===== config.mk =====
export PLATFORM = sky130hd
export DESIGN_NAME = multicycle_control_unit
export DESIGN_NICKNAME = d
export VERILOG_FILES = /design/src/rtl/instruction_pkg.sv /design/src/rtl/multicycle_control_unit_decoder.sv /design/src/rtl/multicycle_control_unit.sv
export SDC_FILE = /design/constraint.sdc
export NUM_CORES = 1
export LEC_CHECK = 0
export CORE_UTILIZATION = 35
export CTS_BUF_LIST = sky130_fd_sc_hd__clkbuf_2
export DETAILED_ROUTE_END_ITERATION = 10
export PLACE_DENSITY = 0.69
export SLEW_MARGIN = 20
export SYNTH_ARGS = -nofsm -noshare
export SYNTH_HDL_FRONTEND = slang
export SYNTH_SLANG_ARGS = --single-unit

===== constraint.sdc =====
create_clock -name clock_i -period 2.09 [get_ports clock_i]
set_input_delay 0.418 -clock clock_i [delete_from_list [all_inputs] [get_ports clock_i]]
set_output_delay 0.418 -clock clock_i [all_outputs]
set_load 0.02 [all_outputs]

===== src/rtl/instruction_pkg.sv =====
// Shared encodings for the RV64I multicycle core: opcodes, controller states,
// datapath select codes and the per-class ALU control helper.
package instruction_pkg;

  typedef enum logic [6:0] {
    OPC_LOAD      = 7'b0000011,
    OPC_MISC_MEM  = 7'b0001111,
    OPC_OP_IMM    = 7'b0010011,
    OPC_AUIPC     = 7'b0010111,
    OPC_OP_IMM_32 = 7'b0011011,
    OPC_STORE     = 7'b0100011,
    OPC_OP        = 7'b0110011,
    OPC_LUI       = 7'b0110111,
    OPC_OP_32     = 7'b0111011,
    OPC_BRANCH    = 7'b1100011,
    OPC_JALR      = 7'b1100111,
    OPC_JAL       = 7'b1101111,
    OPC_SYSTEM    = 7'b1110011
  } opcode_t;

  typedef enum logic [2:0] {
    ST_IDLE, ST_FETCH, ST_DECODE, ST_EXECUTE, ST_MEMORY, ST_WRITEBACK, ST_HALT
  } ctrl_state_t;

  typedef enum logic [1:0] {PC_PLUS4 = 2'd0, PC_IMM = 2'd1, PC_JALR = 2'd2} pc_src_t;
  typedef enum logic [1:0] {A_RS1 = 2'd0, A_PC = 2'd1, A_ZERO = 2'd2} alu_src_a_t;
  typedef enum logic [1:0] {WR_ALU = 2'd0, WR_MDR = 2'd1, WR_PC4 = 2'd2} wr_reg_src_t;
  typedef enum logic [1:0] {ALU_ADD = 2'd0, ALU_FUNCT = 2'd1, ALU_CMP = 2'd2} alu_op_t;

  typedef enum logic [3:0] {
    CLS_NONE, CLS_ALU_R, CLS_ALU_RW, CLS_ALU_I, CLS_ALU_IW, CLS_LUI, CLS_AUIPC,
    CLS_LOAD, CLS_STORE, CLS_BRANCH, CLS_JAL, CLS_JALR, CLS_FENCE, CLS_SYSTEM
  } inst_class_t;

  typedef struct packed {
    alu_src_a_t src_a;
    logic       src_b;
    alu_op_t    op;
    logic       w32;
  } alu_ctrl_t;

  // ALU selects are a pure function of the class and are held from Execute
  // through WriteBack.
  function automatic alu_ctrl_t alu_ctrl(inst_class_t c);
    alu_ctrl_t a;
    a = '0;
    case (c)
      CLS_ALU_R:  a.op = ALU_FUNCT;
      CLS_ALU_RW: begin a.op = ALU_FUNCT; a.w32 = 1'b1; end
      CLS_ALU_I:  begin a.src_b = 1'b1; a.op = ALU_FUNCT; end
      CLS_ALU_IW: begin a.src_b = 1'b1; a.op = ALU_FUNCT; a.w32 = 1'b1; end
      CLS_LUI:    begin a.src_a = A_ZERO; a.src_b = 1'b1; end
      CLS_AUIPC:  begin a.src_a = A_PC; a.src_b = 1'b1; end
      CLS_LOAD, CLS_STORE: a.src_b = 1'b1;
      default: ;
    endcase
    return a;
  endfunction

endpackage


===== src/rtl/multicycle_control_unit_decoder.sv =====
// Combinational instruction classifier: maps opcode/funct3/funct7 to an
// instruction class and flags reserved encodings.
module control_decoder
  import instruction_pkg::*;
#(
  parameter int N = 64
) (
  input  logic [6:0]  opcode_i,
  input  logic [2:0]  funct3_i,
  input  logic [6:0]  funct7_i,
  output inst_class_t class_o,
  output logic        illegal_o
);

  logic is_shift;
  logic f7_ok;
  logic shamt_hi;

  assign is_shift = (funct3_i == 3'b001) || (funct3_i == 3'b101);
  assign f7_ok    = (funct7_i == 7'b0000000) || (funct7_i == 7'b0100000);
  // IR[25] is shamt bit 5, only meaningful for 64-bit shifts.
  assign shamt_hi = is_shift && funct7_i[0];

  always_comb begin
    // NOTE: every output gets a default first so no path can infer a latch.
    class_o   = CLS_NONE;
    illegal_o = 1'b0;
    case (opcode_t'(opcode_i))
      OPC_OP:        begin class_o = CLS_ALU_R;  illegal_o = !f7_ok; end
      OPC_OP_32:     begin class_o = CLS_ALU_RW; illegal_o = !f7_ok; end
      OPC_OP_IMM:    begin class_o = CLS_ALU_I;  illegal_o = (N == 32) && shamt_hi; end
      OPC_OP_IMM_32: begin class_o = CLS_ALU_IW; illegal_o = shamt_hi; end
      OPC_LUI:       class_o = CLS_LUI;
      OPC_AUIPC:     class_o = CLS_AUIPC;
      OPC_LOAD:      begin class_o = CLS_LOAD;   illegal_o = (funct3_i == 3'b111); end
      OPC_STORE:     begin class_o = CLS_STORE;  illegal_o = funct3_i[2]; end
      OPC_BRANCH:    begin class_o = CLS_BRANCH; illegal_o = (funct3_i[2:1] == 2'b01); end
      OPC_JAL:       class_o = CLS_JAL;
      OPC_JALR:      begin class_o = CLS_JALR;   illegal_o = (funct3_i != 3'b000); end
      OPC_MISC_MEM:  class_o = CLS_FENCE;
      OPC_SYSTEM:    class_o = CLS_SYSTEM;
      default:       illegal_o = 1'b1;
    endcase
  end

endmodule


===== src/rtl/multicycle_control_unit.sv =====
// Multicycle RV64I controller: Fetch/Decode/Execute/Memory/WriteBack sequencing
// with registered datapath controls and handshake-qualified strobes.
module multicycle_control_unit
  import instruction_pkg::*;
#(
  parameter int N = 64
) (
  input  logic       clock_i,
  input  logic       reset_i,
  input  logic [6:0] opcode_i,
  input  logic [2:0] funct3_i,
  input  logic [6:0] funct7_i,
  input  logic       inst_mem_ack_i,
  input  logic       data_mem_ack_i,
  input  logic       cond_true_i,
  output logic       inst_mem_en_o,
  output logic       ir_en_o,
  output logic       pc_en_o,
  output logic [1:0] pc_src_o,
  output logic [1:0] alu_src_a_o,
  output logic       alu_src_b_o,
  output logic [1:0] alu_op_o,
  output logic       alu_32b_o,
  output logic       data_mem_rd_en_o,
  output logic       data_mem_wr_en_o,
  output logic       mdr_en_o,
  output logic       wr_reg_en_o,
  output logic [1:0] wr_reg_src_o,
  output logic       illegal_instruction_o,
  output logic       halted_o
);

  ctrl_state_t state_q, state_d;
  inst_class_t class_q, class_d;
  inst_class_t dec_class;
  logic        dec_illegal;

  logic        inst_req_q, rd_req_q, wr_req_q;
  logic        pc_en_q, branch_q, wr_reg_en_q;
  pc_src_t     pc_src_q;
  wr_reg_src_t wr_reg_src_q;
  alu_ctrl_t   alu_q;
  logic        illegal_q, halted_q;

  logic to_exec, to_mem, to_wb, jump_d, run;

  control_decoder #(.N(N)) u_decoder (
    .opcode_i  (opcode_i),
    .funct3_i  (funct3_i),
    .funct7_i  (funct7_i),
    .class_o   (dec_class),
    .illegal_o (dec_illegal)
  );

  always_comb begin
    state_d = state_q;
    class_d = class_q;
    case (state_q)
      ST_IDLE:  state_d = ST_FETCH;
      ST_FETCH: if (inst_mem_ack_i) state_d = ST_DECODE;
      ST_DECODE: begin
        class_d = dec_class;
        state_d = (dec_illegal || dec_class == CLS_SYSTEM) ? ST_HALT : ST_EXECUTE;
      end
      ST_EXECUTE: begin
        case (class_q)
          CLS_LOAD, CLS_STORE:                      state_d = ST_MEMORY;
          CLS_BRANCH, CLS_JAL, CLS_JALR, CLS_FENCE: state_d = ST_FETCH;
          default:                                  state_d = ST_WRITEBACK;
        endcase
      end
      ST_MEMORY:    if (data_mem_ack_i) state_d = (class_q == CLS_LOAD) ? ST_WRITEBACK : ST_FETCH;
      ST_WRITEBACK: state_d = ST_FETCH;
      ST_HALT:      state_d = ST_HALT;
      default:      state_d = ST_IDLE;
    endcase
  end

  assign to_exec = (state_d == ST_EXECUTE);
  assign to_mem  = (state_d == ST_MEMORY);
  assign to_wb   = (state_d == ST_WRITEBACK);
  assign jump_d  = (class_d == CLS_JAL) || (class_d == CLS_JALR);

  // Outputs are registered from the state being entered, so they are glitch-free
  // for the whole state.
  always_ff @(posedge clock_i) begin
    if (reset_i) begin
      state_q      <= ST_IDLE;
      class_q      <= CLS_NONE;
      inst_req_q   <= 1'b0;
      rd_req_q     <= 1'b0;
      wr_req_q     <= 1'b0;
      pc_en_q      <= 1'b0;
      branch_q     <= 1'b0;
      wr_reg_en_q  <= 1'b0;
      pc_src_q     <= PC_PLUS4;
      wr_reg_src_q <= WR_ALU;
      alu_q        <= '0;
      illegal_q    <= 1'b0;
      halted_q     <= 1'b0;
    end else begin
      // NOTE: non-blocking so every register samples pre-edge values.
      state_q      <= state_d;
      class_q      <= class_d;
      inst_req_q   <= (state_d == ST_FETCH);
      rd_req_q     <= to_mem && (class_d == CLS_LOAD);
      wr_req_q     <= to_mem && (class_d == CLS_STORE);
      pc_en_q      <= to_wb || (to_exec && (jump_d || class_d == CLS_BRANCH || class_d == CLS_FENCE));
      branch_q     <= to_exec && (class_d == CLS_BRANCH);
      wr_reg_en_q  <= to_wb || (to_exec && jump_d);
      pc_src_q     <= (to_exec && class_d == CLS_JAL)  ? PC_IMM  :
                      (to_exec && class_d == CLS_JALR) ? PC_JALR : PC_PLUS4;
      wr_reg_src_q <= (to_exec && jump_d) ? WR_PC4 :
                      (to_wb && class_d == CLS_LOAD) ? WR_MDR : WR_ALU;
      alu_q        <= (to_exec || to_mem || to_wb) ? alu_ctrl(class_d) : '0;
      illegal_q    <= illegal_q || (state_q == ST_DECODE && dec_illegal);
      halted_q     <= (state_d == ST_HALT);
    end
  end

  // Ack-qualified strobes and the branch target are combinational; reset masks
  // every enable in the cycle it is asserted.
  assign run              = !reset_i;
  assign inst_mem_en_o    = inst_req_q & run;
  assign ir_en_o          = inst_req_q & inst_mem_ack_i & run;
  assign data_mem_rd_en_o = rd_req_q & run;
  assign data_mem_wr_en_o = wr_req_q & run;
  assign mdr_en_o         = rd_req_q & data_mem_ack_i & run;
  assign pc_en_o          = (pc_en_q | (wr_req_q & data_mem_ack_i)) & run;
  assign wr_reg_en_o      = wr_reg_en_q & run;
  assign pc_src_o         = branch_q ? {1'b0, cond_true_i} : pc_src_q;
  assign wr_reg_src_o     = wr_reg_src_q;
  assign alu_src_a_o      = alu_q.src_a;
  assign alu_src_b_o      = alu_q.src_b;
  assign alu_op_o         = alu_q.op;
  assign alu_32b_o        = alu_q.w32;
  assign illegal_instruction_o = illegal_q;
  assign halted_o         = halted_q;

endmodule


# Yosys cells after proc, flatten, opt, wreduce, memory -nomap -nowiden
# Index checks and enable logic that the tools add are counted.
dict set report totals {
  ff_bits 25
  in_bits 22
  output_inout_bits 19
}
dict set report op_classes {
  mux 18
  n_reduce_logical 37
  n_eq_ne 48
  bitwise 12
}
# op count
set op_table {}
lappend op_table {{$pmux W4 S13} 1}
lappend op_table {{$eq A4 B4 Y1 const B} 11}
lappend op_table {{$eq A7 B6 Y1 const B} 5}
lappend op_table {{$eq A7 B7 Y1 const B} 4}
lappend op_table {{$eq A3 B3 Y1 const B} 8}
lappend op_table {{$eq A7 B5 Y1 const B} 3}
lappend op_table {{$eq A4 B3 Y1 const B} 5}
lappend op_table {{$pmux W3 S6} 1}
lappend op_table {{$reduce_or A2 Y1} 7}
lappend op_table {{$mux W3} 4}
lappend op_table {{$reduce_or A6 Y1} 2}
lappend op_table {{$logic_or A1 B1 Y1} 11}
lappend op_table {{$and A1 B1 Y1} 10}
lappend op_table {{$logic_and A1 B1 Y1} 10}
lappend op_table {{$eq A3 B1 Y1 const B} 3}
lappend op_table {{$eq A3 B2 Y1 const B} 3}
lappend op_table {{$eq A4 B2 Y1 const B} 2}
lappend op_table {{$reduce_or A4 Y1} 2}
lappend op_table {{$eq A7 B2 Y1 const B} 1}
lappend op_table {{$eq A7 B4 Y1 const B} 1}
lappend op_table {{$logic_not A7 Y1} 1}
lappend op_table {{$pmux W1 S7} 1}
lappend op_table {{$mux W2} 3}
lappend op_table {{$pmux W3 S2} 1}
lappend op_table {{other kinds (10)} 15}

# Longest topological paths before layout
dict set report logic_depth {
  ltp_word 12
  depth_mapped 8
  depth_no_buf 6
}

# By module
# A second synthesis with hierarchy kept.
dict set report unflattened {
  cells_unflattened 180
  hier_area_um2 1442.6
}
# mod n_inst area_each_um2 cells_each
set modules_own_cells {}
lappend modules_own_cells {multicycle_control_unit 1 1097.3 124}
lappend modules_own_cells {control_decoder 1 345.3 56}

# Worst setup path after synthesis
# No wires, ideal clock.
dict set report synth_path {
  kind {input port to flip-flop}
  startpoint {input port funct7_i[0]}
  endpoint {register pc_src_q[0]}
  required_time_ps 2016
  setup_ps 74
  cell_stages 7
  path_buffers 1
  arrival_time_ps 2126
  slack_ps -110
  cell_sequence {or4_1 -> o2111ai_1 -> and4_4 -> o2111ai_4 -> or3_1 -> buf_2 -> nor3_2}
}
dict set report synth_via {
  elab_chain_len 10
  elab_cells_between_ends 12
}
# item line_no
set synth_lines {}
lappend synth_lines {{start, declared} multicycle_control_unit.sv:12} ;# input logic [6:0] funct7_i,
lappend synth_lines {{$eq A7 B6 Y1 or $logic_not A7 Y1 (tied branches)} multicycle_control_unit_decoder.sv:20} ;# assign f7_ok = (funct7_i == 7'b0000000) || (funct7_i == 7'b0100000);
lappend synth_lines {{$logic_or A1 B1 Y1} multicycle_control_unit_decoder.sv:20}
lappend synth_lines {{$logic_not A1 Y1} {multicycle_control_unit_decoder.sv:29, multicycle_control_unit_decoder.sv:30}}
lappend synth_lines {{$pmux W1 S7 (*)} multicycle_control_unit_decoder.sv:28} ;# case (opcode_t'(opcode_i))
lappend synth_lines {{$logic_or A1 B1 Y1 (*)} multicycle_control_unit.sv:63} ;# state_d = (dec_illegal || dec_class == CLS_SYSTEM) ? ST_HALT : ST_EXECUTE;
lappend synth_lines {{$mux W3 (*)} multicycle_control_unit.sv:63}
lappend synth_lines {{$pmux W3 S6 (*)} multicycle_control_unit.sv:58} ;# case (state_q)
lappend synth_lines {{$eq A3 B2 Y1 (*)} multicycle_control_unit.sv:79} ;# assign to_exec = (state_d == ST_EXECUTE);
lappend synth_lines {{$logic_and A1 B1 Y1 (*)} multicycle_control_unit.sv:111} ;# pc_src_q <= (to_exec && class_d == CLS_JAL) ? PC_IMM :
lappend synth_lines {{$mux W1 (*)} multicycle_control_unit.sv:111}
lappend synth_lines {{end signal, assigned} multicycle_control_unit.sv:111}
lappend synth_lines {{end, declared} multicycle_control_unit.sv:40} ;# pc_src_t pc_src_q;
# Mark *: on every way between the ends. The rest lies on a longest branch, timed or not.
# A chain may end at the register's enable or synchronous reset.

# Worst setup path in the final report
dict set report layout_path {
  startpoint {input port funct7_i[3]}
  endpoint {register alu_q (netlist bit alu_src_a_o[1])}
}
dict set report layout_via {
  elab_chain_len 12
  elab_cells_between_ends 15
}
# item line_no
set layout_lines {}
lappend layout_lines {{$eq A7 B6 Y1 or $logic_not A7 Y1 (tied branches)} multicycle_control_unit_decoder.sv:20}
lappend layout_lines {{$logic_or A1 B1 Y1 (*)} multicycle_control_unit_decoder.sv:20}
lappend layout_lines {{$logic_not A1 Y1 (*)} {multicycle_control_unit_decoder.sv:29, multicycle_control_unit_decoder.sv:30}}
lappend layout_lines {{$pmux W1 S7 (*)} multicycle_control_unit_decoder.sv:28}
lappend layout_lines {{$logic_or A1 B1 Y1 (*)} multicycle_control_unit.sv:63}
lappend layout_lines {{$mux W3 (*)} multicycle_control_unit.sv:63}
lappend layout_lines {{$pmux W3 S6 (*)} multicycle_control_unit.sv:58}
lappend layout_lines {{$eq A3 B2 Y1 or $eq A3 B3 Y1 (tied branches)} {multicycle_control_unit.sv:79, multicycle_control_unit.sv:80}}
lappend layout_lines {{$logic_or A1 B1 Y1} multicycle_control_unit.sv:115} ;# alu_q <= (to_exec || to_mem || to_wb) ? alu_ctrl(class_d) : '0;
lappend layout_lines {{$logic_or A1 B1 Y1 (*)} multicycle_control_unit.sv:115}
lappend layout_lines {{$not A1 Y1 (no source line) (*)} -}
lappend layout_lines {{$reduce_or A2 Y1 (no source line) (*)} -}
lappend layout_lines {{end signal, assigned} multicycle_control_unit.sv:115}
lappend layout_lines {{end, declared} multicycle_control_unit.sv:42} ;# alu_ctrl_t alu_q;
# Marks and branches as above.

==> flow_metrics.env <==
export IMPL_placed_cell_area_sq_mm=0.00207
export IMPL_syn_nets=183
export IMPL_core_area_sq_mm=0.00372
export IMPL_crit_fanout=4
export IMPL_htree_levels=1
export IMPL_ant_nets=0
export IMPL_post_cts_buffers=0
export IMPL_status="finished, final reports clean"
export IMPL_hp_class="flip-flop to flip-flop"
export IMPL_worst_r2r_setup_slack_ns=0.11
export IMPL_start_util=0.369
export IMPL_synth_distinct_cells=57
export IMPL_crit_start="funct7_i[3]"
export IMPL_finalHoldViolCount=0
export IMPL_clockBufferDepth=2
export IMPL_synth_avg_cell_area_sq_um=8.51
export IMPL_post_route_period_util=0.970
export IMPL_wirelength_um=4010
export IMPL_area_growth_pct=58.4
export IMPL_wl_per_cell_um=14.2
export IMPL_diodes=0
export IMPL_num_rows=22
export IMPL_grt_overflow=0
export IMPL_setup_violations=0
export IMPL_r2r_cells=7
export IMPL_num_nets_final=257
export IMPL_ys_seq_elements=24
export IMPL_clock_sinks=24
export IMPL_fmax_mhz=493
export IMPL_synth_yosys_seq_area_share=0.351
export IMPL_hold_start="illegal_instruction_o"
export IMPL_power_density_mw_per_mm2=488
export IMPL_start_kind="input port"
export IMPL_grt_max_degree=15
export IMPL_yosys_warnings=0
export IMPL_ir_drop_v=0.000322
export IMPL_met3_usage=0.0405
export IMPL_drive_above_1_share=0.291
export IMPL_cts_made_buffers=3
export IMPL_p_leak_nw=0.892
export IMPL_grt_antenna_before_repair=0
export IMPL_grt_pass1_vias=1508
export IMPL_final_cell_mix="41 x buf_4, 23 x dfxtp_1, 21 x nor2_1, 21 x clkdlybuf4s50_1, 11 x dlygate4sd2_1"
export IMPL_drt_pass1_iterations=4
export IMPL_clock_skew_ns=0.0158
export IMPL_drv_slew=0
export IMPL_via_per_inst=5.33
export IMPL_grt_pass1_wl_um=6810
export IMPL_max_cap_viol_count=0
export IMPL_nFillCells=337
export IMPL_via_count=1502
export IMPL_final_common_cell="buf_4"
export IMPL_syn_instance_count=161
export IMPL_syn_area_sq_mm=0.00137
export IMPL_min_period_ns=2.03
export IMPL_drt_iter0_drc=94
export IMPL_place_congestion=0.853
export IMPL_grt_use_met1=0.252
export IMPL_synth_main_ff_cell="dfxtp_1"
export IMPL_cp_end_kind="flip-flop"
export IMPL_grt_usage=0.206
export IMPL_cts_tree="done"
export IMPL_dp_hpwl_um=3130
export IMPL_io_buffer_count=38
export IMPL_timing_rr_start="state_q[1]"
export IMPL_crit_type="input port to flip-flop"
export IMPL_worstReg2RegEnd="pc_en_q"
export IMPL_dieHeight_um=64.6
export IMPL_clk_root_buffer_cell="clkbuf_2"
export IMPL_busiest_layer="met2"
export IMPL_io_pins=41
export IMPL_synthArstFlopShare=0
export IMPL_holdWs_ns=0.504
export IMPL_required_ns=2.36
export IMPL_gr_usage_met2=0.364
export IMPL_clk_pin_slew_ns=0.22
export IMPL_cp_arrival_ns=2.30
export IMPL_worstSkewPairLatency_ns=0.36
export IMPL_drc=0
export IMPL_fp_dieW_um=64.6
export IMPL_synth_edf_count=0
export IMPL_postCtsHoldBufs=0
export IMPL_die_area_sq_mm=0.00417
export IMPL_endpoint="alu_src_a_o[1]"
export IMPL_stdcell_area_sq_mm=0.00217
## kinds of logic after synthesis
logic type,synth area share
other,0.00274
buffers and inverters,0.0420
XOR/XNOR,0.0256
multiplexers,0.00822
adder cells (fa/ha/maj),0.00731
flip-flops,0.351
AO/OA/AOI/OAI,0.226
AND/OR/NAND/NOR,0.338
## worst max-delay path, stage by stage
cell             delay [ns]
clkdlybuf4s15_1        0.16
or4_4                  0.52
o2111ai_2              0.17
and4_4                 0.26
o2111ai_4              0.15
a211o_1                0.36
nor4_2                 0.25
## how the worst min path moves through the flow
stage,slack (ns),cells past startpoint,end
finish,0.50,2,illegal_instruction_o
global route,0.53,2,illegal_instruction_o
CTS,0.51,2,illegal_instruction_o
detailed placement,0.47,2,illegal_instruction_o
global placement,0.46,2,illegal_instruction_o
floorplan,0.54,2,class_q[3]
## cell type report
cell class                 instances  area (sq um)  share of cell area
clock buffer                       3          15.0             0.00692
timing repair buffer              79           674               0.311
inverter                           3          11.3             0.00519
sequential                        24           482               0.222
tap                               48          60.1              0.0277
multi-input combinational        124           897               0.413
clock inverter                     1          30.0              0.0138
## power breakdown
group / leakage [nW] / total, mW / internal [mW] / switching [mW]
clock: 0.0266 / 0.312 / 0.165 / 0.147
sequential: 0.195 / 0.479 / 0.472 / 0.00729
combinational: 0.671 / 0.267 / 0.131 / 0.135
total: 0.892 / 1.06 / 0.768 / 0.290
## through the flow
step           setup slack, ns  utilization  std cells  total power, mW  setup TNS (ns)
2_1_floorplan          -0.0609            -        161            0.615          -0.274
3_5_place_dp            -0.594        0.558        278            0.745          -10.14
5_1_grt                -0.0244        0.584        282             1.10         -0.0323
6_report                0.0620        0.584        282             1.06               0
3_3_place_gp            -0.522        0.558        278            0.737           -8.88
4_1_cts                0.00492        0.573        282             1.05               0
## Yosys cell counts, types with 3 or more instances
| master | number | area (sq um) |
|---|---|---|
| o2bb2ai_1 | 4 | 35.0 |
| nor2_1 | 22 | 82.6 |
| xnor2_1 | 3 | 26.3 |
| nand2_1 | 6 | 22.5 |
| a31oi_1 | 4 | 25.0 |
| clkbuf_1 | 7 | 26.3 |
| a21oi_1 | 5 | 25.0 |
| dfxtp_1 | 24 | 480 |
| and2_1 | 5 | 31.3 |
| nand2b_1 | 3 | 18.8 |
| or3_1 | 3 | 18.8 |
| nor3_1 | 4 | 20.0 |
| and3_1 | 4 | 25.0 |
| nor4_1 | 4 | 25.0 |
| nor2b_1 | 8 | 50.1 |
| nor3b_1 | 3 | 22.5 |
| o2111ai_1 | 3 | 26.3 |
## flip-flops by register name, indices dropped and copies added, names as in the netlist
name	cells
pc_en_q	1
rd_req_q	1
wr_req_q	1
branch_q	1
alu_op_o	1
alu_32b_o	1
halted_o	1
state_q	3
illegal_instruction_o	1
class_q	4
pc_src_q	2
alu_src_b_o	1
inst_req_q	1
wr_reg_src_o	2
alu_src_a_o	2
wr_reg_en_q	1
## layer usage
metal,routed length [um],part of all wire,up-vias
met1,1780,0.44,723
met2,2000,0.50,31
met3,162,0.040,6
li1,-,-,742
met4,65,0.016,0
met5,0,0,-
## repair_timing
| action | 4_1_cts | 5_1_grt |
|---|---|---|
| resized for setup | 23 | 12 |
| gates cloned | 0 | 0 |
| pin swaps | 5 | 3 |
| setup endpoints to repair | 22 | 9 |
(Power assumes the default switching activity.)
